<file path="src/rtl/btn_conditioner_if.sv">
// btn_conditioner_if: raw button inputs and conditioned level/pulse/direction outputs
interface btn_conditioner_if #(parameter int N_CH = 5);
  logic [N_CH-1:0] btn_in_i;
  logic [N_CH-1:0] level_o;
  logic [N_CH-1:0] press_o;
  logic [N_CH-1:0] release_o;
  logic [N_CH-1:0] stroke_o;
  logic [1:0] dir_o;
  logic dir_valid_o;
  modport slave (input btn_in_i, output level_o, press_o, release_o, stroke_o, dir_o, dir_valid_o);
  modport master (output btn_in_i, input level_o, press_o, release_o, stroke_o, dir_o, dir_valid_o);
endinterface

</file>
<file path="src/rtl/btn_conditioner.sv">
// btn_conditioner: per-channel sync, debounce, edge pulses, auto-repeat and last-direction tracking
module btn_conditioner #(
  parameter int N_CH = 5,
  parameter int DB_CYCLES = 500000,
  parameter int REP_DELAY = 25000000,
  parameter int REP_PERIOD = 5000000
) (
  input logic clk,
  input logic reset,
  btn_conditioner_if.slave bus
);
  localparam int DW = $clog2(DB_CYCLES + 1);
  localparam int HMAX = (REP_DELAY > REP_PERIOD) ? REP_DELAY : REP_PERIOD;
  localparam int HW = $clog2(HMAX + 1);
  logic [N_CH-1:0] s1_q, s2_q, level_q, level_d, press_q, press_d, rel_q, rel_d;
  logic [N_CH-1:0] stroke_q, stroke_d, rep_q, rep_d;
  logic [DW-1:0] db_q [N_CH];
  logic [DW-1:0] db_d [N_CH];
  logic [HW-1:0] hold_q [N_CH];
  logic [HW-1:0] hold_d [N_CH];
  logic [1:0] dir_q, dir_d;
  logic dv_q, dv_d;
  always_comb begin
    level_d = level_q;
    press_d = '0;
    rel_d = '0;
    stroke_d = '0;
    rep_d = '0;
    dir_d = dir_q;
    dv_d = dv_q;
    for (int i = 0; i < N_CH; i++) begin
      db_d[i] = '0;
      hold_d[i] = '0;
      if (s2_q[i] != level_q[i]) begin
        if (db_q[i] == DW'(DB_CYCLES - 1)) level_d[i] = s2_q[i];
        else db_d[i] = db_q[i] + 1'b1;
      end
      press_d[i] = level_d[i] & ~level_q[i];
      rel_d[i] = level_q[i] & ~level_d[i];
      stroke_d[i] = press_d[i];
      // rep_q selects between the initial delay and the steady repeat period
      if (REP_DELAY != 0 && level_d[i] && !press_d[i]) begin
        rep_d[i] = rep_q[i];
        hold_d[i] = hold_q[i] + 1'b1;
        if (hold_q[i] == (rep_q[i] ? HW'(REP_PERIOD - 1) : HW'(REP_DELAY - 1))) begin
          stroke_d[i] = 1'b1;
          hold_d[i] = '0;
          rep_d[i] = 1'b1;
        end
      end
    end
    for (int i = 3; i >= 0; i--) begin
      if (press_q[i]) begin
        dir_d = 2'(i);
        dv_d = 1'b1;
      end
    end
  end
  always_ff @(posedge clk) begin
    if (reset) begin
      s1_q <= '0;
      s2_q <= '0;
      level_q <= '0;
      press_q <= '0;
      rel_q <= '0;
      stroke_q <= '0;
      rep_q <= '0;
      db_q <= '{default: '0};
      hold_q <= '{default: '0};
      dir_q <= '0;
      dv_q <= 1'b0;
    end else begin
      s1_q <= bus.btn_in_i;
      s2_q <= s1_q;
      level_q <= level_d;
      press_q <= press_d;
      rel_q <= rel_d;
      stroke_q <= stroke_d;
      rep_q <= rep_d;
      db_q <= db_d;
      hold_q <= hold_d;
      dir_q <= dir_d;
      dv_q <= dv_d;
    end
  end
  assign bus.level_o = level_q;
  assign bus.press_o = press_q;
  assign bus.release_o = rel_q;
  assign bus.stroke_o = stroke_q;
  assign bus.dir_o = dir_q;
  assign bus.dir_valid_o = dv_q;
endmodule
</file>
<file path="src/flat_wrapper.sv">
// flat-port wrapper written by rule: the top's interface ports become plain ports
module btn_conditioner_flat 
#(
  parameter int N_CH = 5,
  parameter int DB_CYCLES = 500000,
  parameter int REP_DELAY = 25000000,
  parameter int REP_PERIOD = 5000000
)
  (clk, reset, bus_btn_in_i, bus_level_o, bus_press_o, bus_release_o, bus_stroke_o, bus_dir_o, bus_dir_valid_o);
  btn_conditioner_if #(.N_CH(N_CH)) bus_i ();
  input logic clk;
  input logic reset;
  input wire logic [$bits(bus_i.btn_in_i)-1:0] bus_btn_in_i;
  output wire logic [$bits(bus_i.level_o)-1:0] bus_level_o;
  output wire logic [$bits(bus_i.press_o)-1:0] bus_press_o;
  output wire logic [$bits(bus_i.release_o)-1:0] bus_release_o;
  output wire logic [$bits(bus_i.stroke_o)-1:0] bus_stroke_o;
  output wire logic [$bits(bus_i.dir_o)-1:0] bus_dir_o;
  output wire logic [$bits(bus_i.dir_valid_o)-1:0] bus_dir_valid_o;
  assign bus_i.btn_in_i = bus_btn_in_i;
  assign bus_level_o = bus_i.level_o;
  assign bus_press_o = bus_i.press_o;
  assign bus_release_o = bus_i.release_o;
  assign bus_stroke_o = bus_i.stroke_o;
  assign bus_dir_o = bus_i.dir_o;
  assign bus_dir_valid_o = bus_i.dir_valid_o;
  btn_conditioner #(.N_CH(N_CH), .DB_CYCLES(DB_CYCLES), .REP_DELAY(REP_DELAY), .REP_PERIOD(REP_PERIOD)) u_core (.clk(clk), .reset(reset), .bus(bus_i));
endmodule
</file>
<file path="config.mk">
export PLATFORM = sky130hd
export DESIGN_NAME = btn_conditioner_flat
export DESIGN_NICKNAME = d
export VERILOG_FILES = /design/src/rtl/btn_conditioner_if.sv /design/src/rtl/btn_conditioner.sv /design/src/flat_wrapper.sv
export SDC_FILE = /design/constraint.sdc
export NUM_CORES = 1
export LEC_CHECK = 0
export CORE_ASPECT_RATIO = 1.2
export CORE_MARGIN = 3
export CORE_UTILIZATION = 30
export CTS_CLUSTER_SIZE = 20
export DETAILED_ROUTE_END_ITERATION = 16
export GPL_ROUTABILITY_DRIVEN = 0
export GPL_TIMING_DRIVEN = 0
export PLACE_DENSITY = 0.5
export SETUP_SLACK_MARGIN = 0.05
export SLEW_MARGIN = 20
export SYNTH_ARGS = -nofsm -noshare
export SYNTH_HDL_FRONTEND = slang
export SYNTH_SLANG_ARGS = --single-unit
</file>
<file path="constraint.sdc">
create_clock -name clk -period 2.1 [get_ports clk]
set_clock_uncertainty 0.1 [all_clocks]
set_input_delay 0.315 -clock clk [delete_from_list [all_inputs] [get_ports clk]]
set_output_delay 0.315 -clock clk [all_outputs]
set_load 0.02 [all_outputs]
</file>
==> summary.txt <==
Worst hold path
  – Terminating pin of the worst hold path: u_core.s1_q[3]$_SDFF_PP0_
  – Cell depth of the worst min-delay path: 2
  – Path class of the lowest-slack min-delay path: input port to register
  – Beginning of the worst hold path: bus_btn_in_i[3]

Synth
  – Post-synthesis sequential element count: 258
  – Syn Nets: 1332
  – Ys flop type: dfxtp_1
  – Syn Std Cell Area: 11800 um^2
  – Number of standard cells after synthesis: 1315
  – Ranking of synthesized cells by area: dfxtp_1 (44%), xor2_1 (5.0%), xnor2_1 (4.4%), nor3_1 (3.7%), nand3_1 (3.6%)
  – Cell accounting for the most synthesized area: dfxtp_1
  – Share of synthesized area occupied by flip-flops and latches: 43.9%
  – Average instance area after synthesis: 8.95 um^2
  – Post-synthesis cell type count: 59
  – Number of flops mapped to enable cells by yosys: 0
  – Fraction of synthesized cell area taken by the top area cell type: 43.9%
  – Share of async-settable or async-resettable flops after synthesis: 0%
  – Synth warn: 0

Floorplanning
  – Die Span Y: 223 um
  – Core area: 38300 um^2
  – Initial cell density of the core: 30.8%
  – Total die area: 41700 um^2
  – Horizontal die dimension: 187 um
  – Number of top-level pins: 30
  – Num rows: 78

Global route
  – GR Util All Layers: 13.5%
  – Pin count of the biggest net entering global routing: 14
  – Congestion Overflow GR: 0
  – Global-route wire length before repair: 48900 um
  – Initial antenna violation count: 1
  – Number of global-route vias before repair: 9761

Clocking
  – Number of H-tree levels: 1
  – TritonCTS clock tree: done
  – Skew-Pair Late Insertion Delay: 0.55 ns
  – CTS sink count: 258
  – CTS Root Cell: clkbuf_16
  – Clk buf depth: 3
  – Clock-pin slew on the worst setup and hold paths: 0.06 ns
  – Clock buffer count from CTS: 29

Power
  – Power share of the combinational group: 0.8%
  – Switching Power: 0.00219 W
  – Cell-internal power: 0.00857 W
  – Sequential group share of total power: 45.5%
  – Worst IR drop on VDD: 0.531 mV
  – Total power draw: 0.0108 W
  – Leak: 4.58 nW
  – Share of total power consumed by net switching: 20.4%
  – Clock share of power: 53.7%
  – Ratio of total power to cell area: 718 nW/um^2

Finish
  – Layout cells sized above 1: 20.3%
  – Number of antenna cells inserted: 0
  – Number of filler cells placed in the layout: 3861
  – Layout overhead on the synthesized area: 27.2%
  – Final Cell Area: 15000 um^2
  – Most frequent cells in the layout: dfxtp_1 (205), nor2_1 (86), nor3_1 (83), nand3_1 (82), xor2_1 (67)
  – Post-layout nets: 1438
  – Commonest non-fill, non-tap cell in the layout: dfxtp_1

Timing
  – Smallest setup slack after layout: 0.0464 ns
  – Final cycle utilization of the critical path: 97.8%
  – Headroom to the max-slew limit: 40.2%
  – Minimum clock period: 2.05 ns
  – RSZ-0062 raised after global routing: true
  – Final slew viol count: 0
  – Worst slack on hold paths: 0.215 ns
  – Final Setup Violations: 0
  – Highest clock frequency the design can meet: 0.487 GHz
  – Number of failing hold endpoints at the final stage: 0
  – Final total negative setup slack: 0 ns
  – Tightest Pin Transition: 0.885 ns

Drt
  – Avg Vias per Cell: 5.14
  – Pre-antenna DRT Iters: 5
  – Total number of vias: 10087
  – Antenna-violating nets left: 0
  – Post-Route WL: 29000 um
  – DRC: 0
  – WL/cell: 14.8 um
  – DRC marker count from the first detailed-route iteration: 552

Critical path
  – Maximum fanout count along the critical path: 10
  – Category of the worst setup path launch point: register
  – Slowest cell delay on critical path: 0.54 ns
  – Nature of the critical path endpoint: register
  – Master of the slowest instance on the critical path: or4b_4
  – Worst Path Arrival: 2.37 ns
  – Crit Reg-Reg Startpoint: u_core.db_q[82]$_SDFF_PP0_
  – Reg2Reg Capture Point: u_core.hold_q[121]$_SDFF_PP0_
  – Worst EP required: 2.42 ns
  – Logic depth of the worst register-to-register path: 6
  – Setup slack, reg-to-reg: 0.05 ns
  – Startpoint-to-endpoint class of the critical path: register to register
  – List of cells traversed by the critical path: or4b_4 -> nor4_4 -> a311o_1 -> buf_6 -> buf_8 -> a211oi_1

Placed design
  – Half-perimeter wire length after placement: 19000 um
  – Input/output buffers: 28
  – Worst slack, placed: -0.754 ns
  – Placed instance area: 12700 um^2

Flow run
  – Number of maximum-capacitance constraint violations: 0

Outcome
  – Outcome: finished, final reports clean
[stage by stage]
stage,cells,util (%)
after floorplan,1315,-
after global placement,1863,33.3
after detailed placement,1863,33.3
after CTS,1936,37.8
after global routing,1963,39.1
final,1963,39.1
[power groups by stage]
stage | logic, W | clock network, W | registers [W]
3_5_place_dp | 0.0000748 | 0 | 0.00502
6_report | 0.0000813 | 0.00578 | 0.00490
4_1_cts | 0.0000789 | 0.00597 | 0.00491
3_3_place_gp | 0.0000743 | 0 | 0.00502
5_1_grt | 0.0000906 | 0.00616 | 0.00490
2_1_floorplan | 0.0000416 | 0 | 0.00502
[kinds of logic after synthesis]
| kind of cell | share of synthesized area [%] |
|---|---|
| AO/OA/AOI/OAI | 11.5 |
| XOR/XNOR | 9.38 |
| buffers and inverters | 3.33 |
| multiplexers | 0.0850 |
| flip-flops | 43.9 |
| adder cells (fa/ha/maj) | 1.06 |
| AND/OR/NAND/NOR | 30.8 |
[layout make-up]
cell class,instances,area (um^2),area share [%]
multi-input cells,962,6690,44.7
flip-flops and latches,258,5260,35.1
clock buffers,36,792,5.29
repair buffers,88,746,4.98
well taps,520,651,4.34
plain buffers,53,427,2.85
clock inverters,17,298,1.99
inverters,29,109,0.727
[Yosys cell counts (3+ instances only)]
master / number
dfxtp_1: 258
nor2_1: 88
nor3_1: 88
nand3_1: 85
xor2_1: 67
nand2_1: 63
nand4_1: 61
xnor2_1: 59
a211oi_1: 56
or3_1: 51
o21ai_0: 49
clkbuf_1: 44
or4_1: 34
a21oi_1: 32
and4_1: 32
nor4_1: 30
inv_1: 29
o31ai_1: 29
and3_1: 22
buf_2: 19
nor4b_1: 14
nor2b_1: 11
ha_1: 10
nor3b_1: 10
a31o_2: 6
nand4b_1: 6
nor4bb_1: 6
and2_1: 5
or4b_1: 5
or4bb_1: 4
a311o_1: 3
o2111ai_1: 3
o211a_1: 3
o21ba_2: 3
[worst max-delay path, delay by kind of cell (launching register included)]
kind	cells	cell delay, ns
AND/OR/NAND/NOR	2	0.90
flip-flops	1	0.34
buffers and inverters	2	0.30
AO/OA/AOI/OAI	2	0.28
[what timing repair did]
action,4_1_cts,5_1_grt
hold buffers,0,0
resized for setup,134,108
setup endpoints to repair,208,191
pin swaps,19,22
cloned,3,0
setup buffers,26,31
[how the worst max path moves through the flow]
stage	start	to	depth (start not counted)
after floorplan	u_core.db_q[0]$_SDFF_PP0_	u_core.db_q[18]$_SDFF_PP0_	5
after global placement	reset	u_core.db_q[43]$_SDFF_PP0_	6
after detailed placement	reset	u_core.db_q[47]$_SDFF_PP0_	6
after CTS	u_core.db_q[64]$_SDFF_PP0_	u_core.bus.press_o[1]$_SDFF_PP0_	4
after global routing	u_core.db_q[82]$_SDFF_PP0_	u_core.hold_q[119]$_SDFF_PP0_	6
final	u_core.db_q[82]$_SDFF_PP0_	u_core.hold_q[121]$_SDFF_PP0_	6
[sequential cells by signal, summed over array words and instances, names as in the netlist, 5 cells and up]
signal / count
u_core.rep_q: 5
u_core.bus.press_o: 5
u_core.s1_q: 5
u_core.db_q: 95
u_core.bus.release_o: 5
u_core.bus.level_o: 5
u_core.hold_q: 125
u_core.bus.stroke_o: 5
u_core.s2_q: 5
[per-layer routing]
| metal | vias up | wire length (um) | global-route usage [%] |
|---|---|---|---|
| met5 | - | 0 | 0 |
| li1 | 5149 | - | - |
| met2 | 115 | 13800 | 22.9 |
| met1 | 4783 | 13800 | 18.0 |
| met3 | 40 | 813 | 1.74 |
| met4 | 0 | 627 | 4.07 |
(Power assumes the default switching activity.)
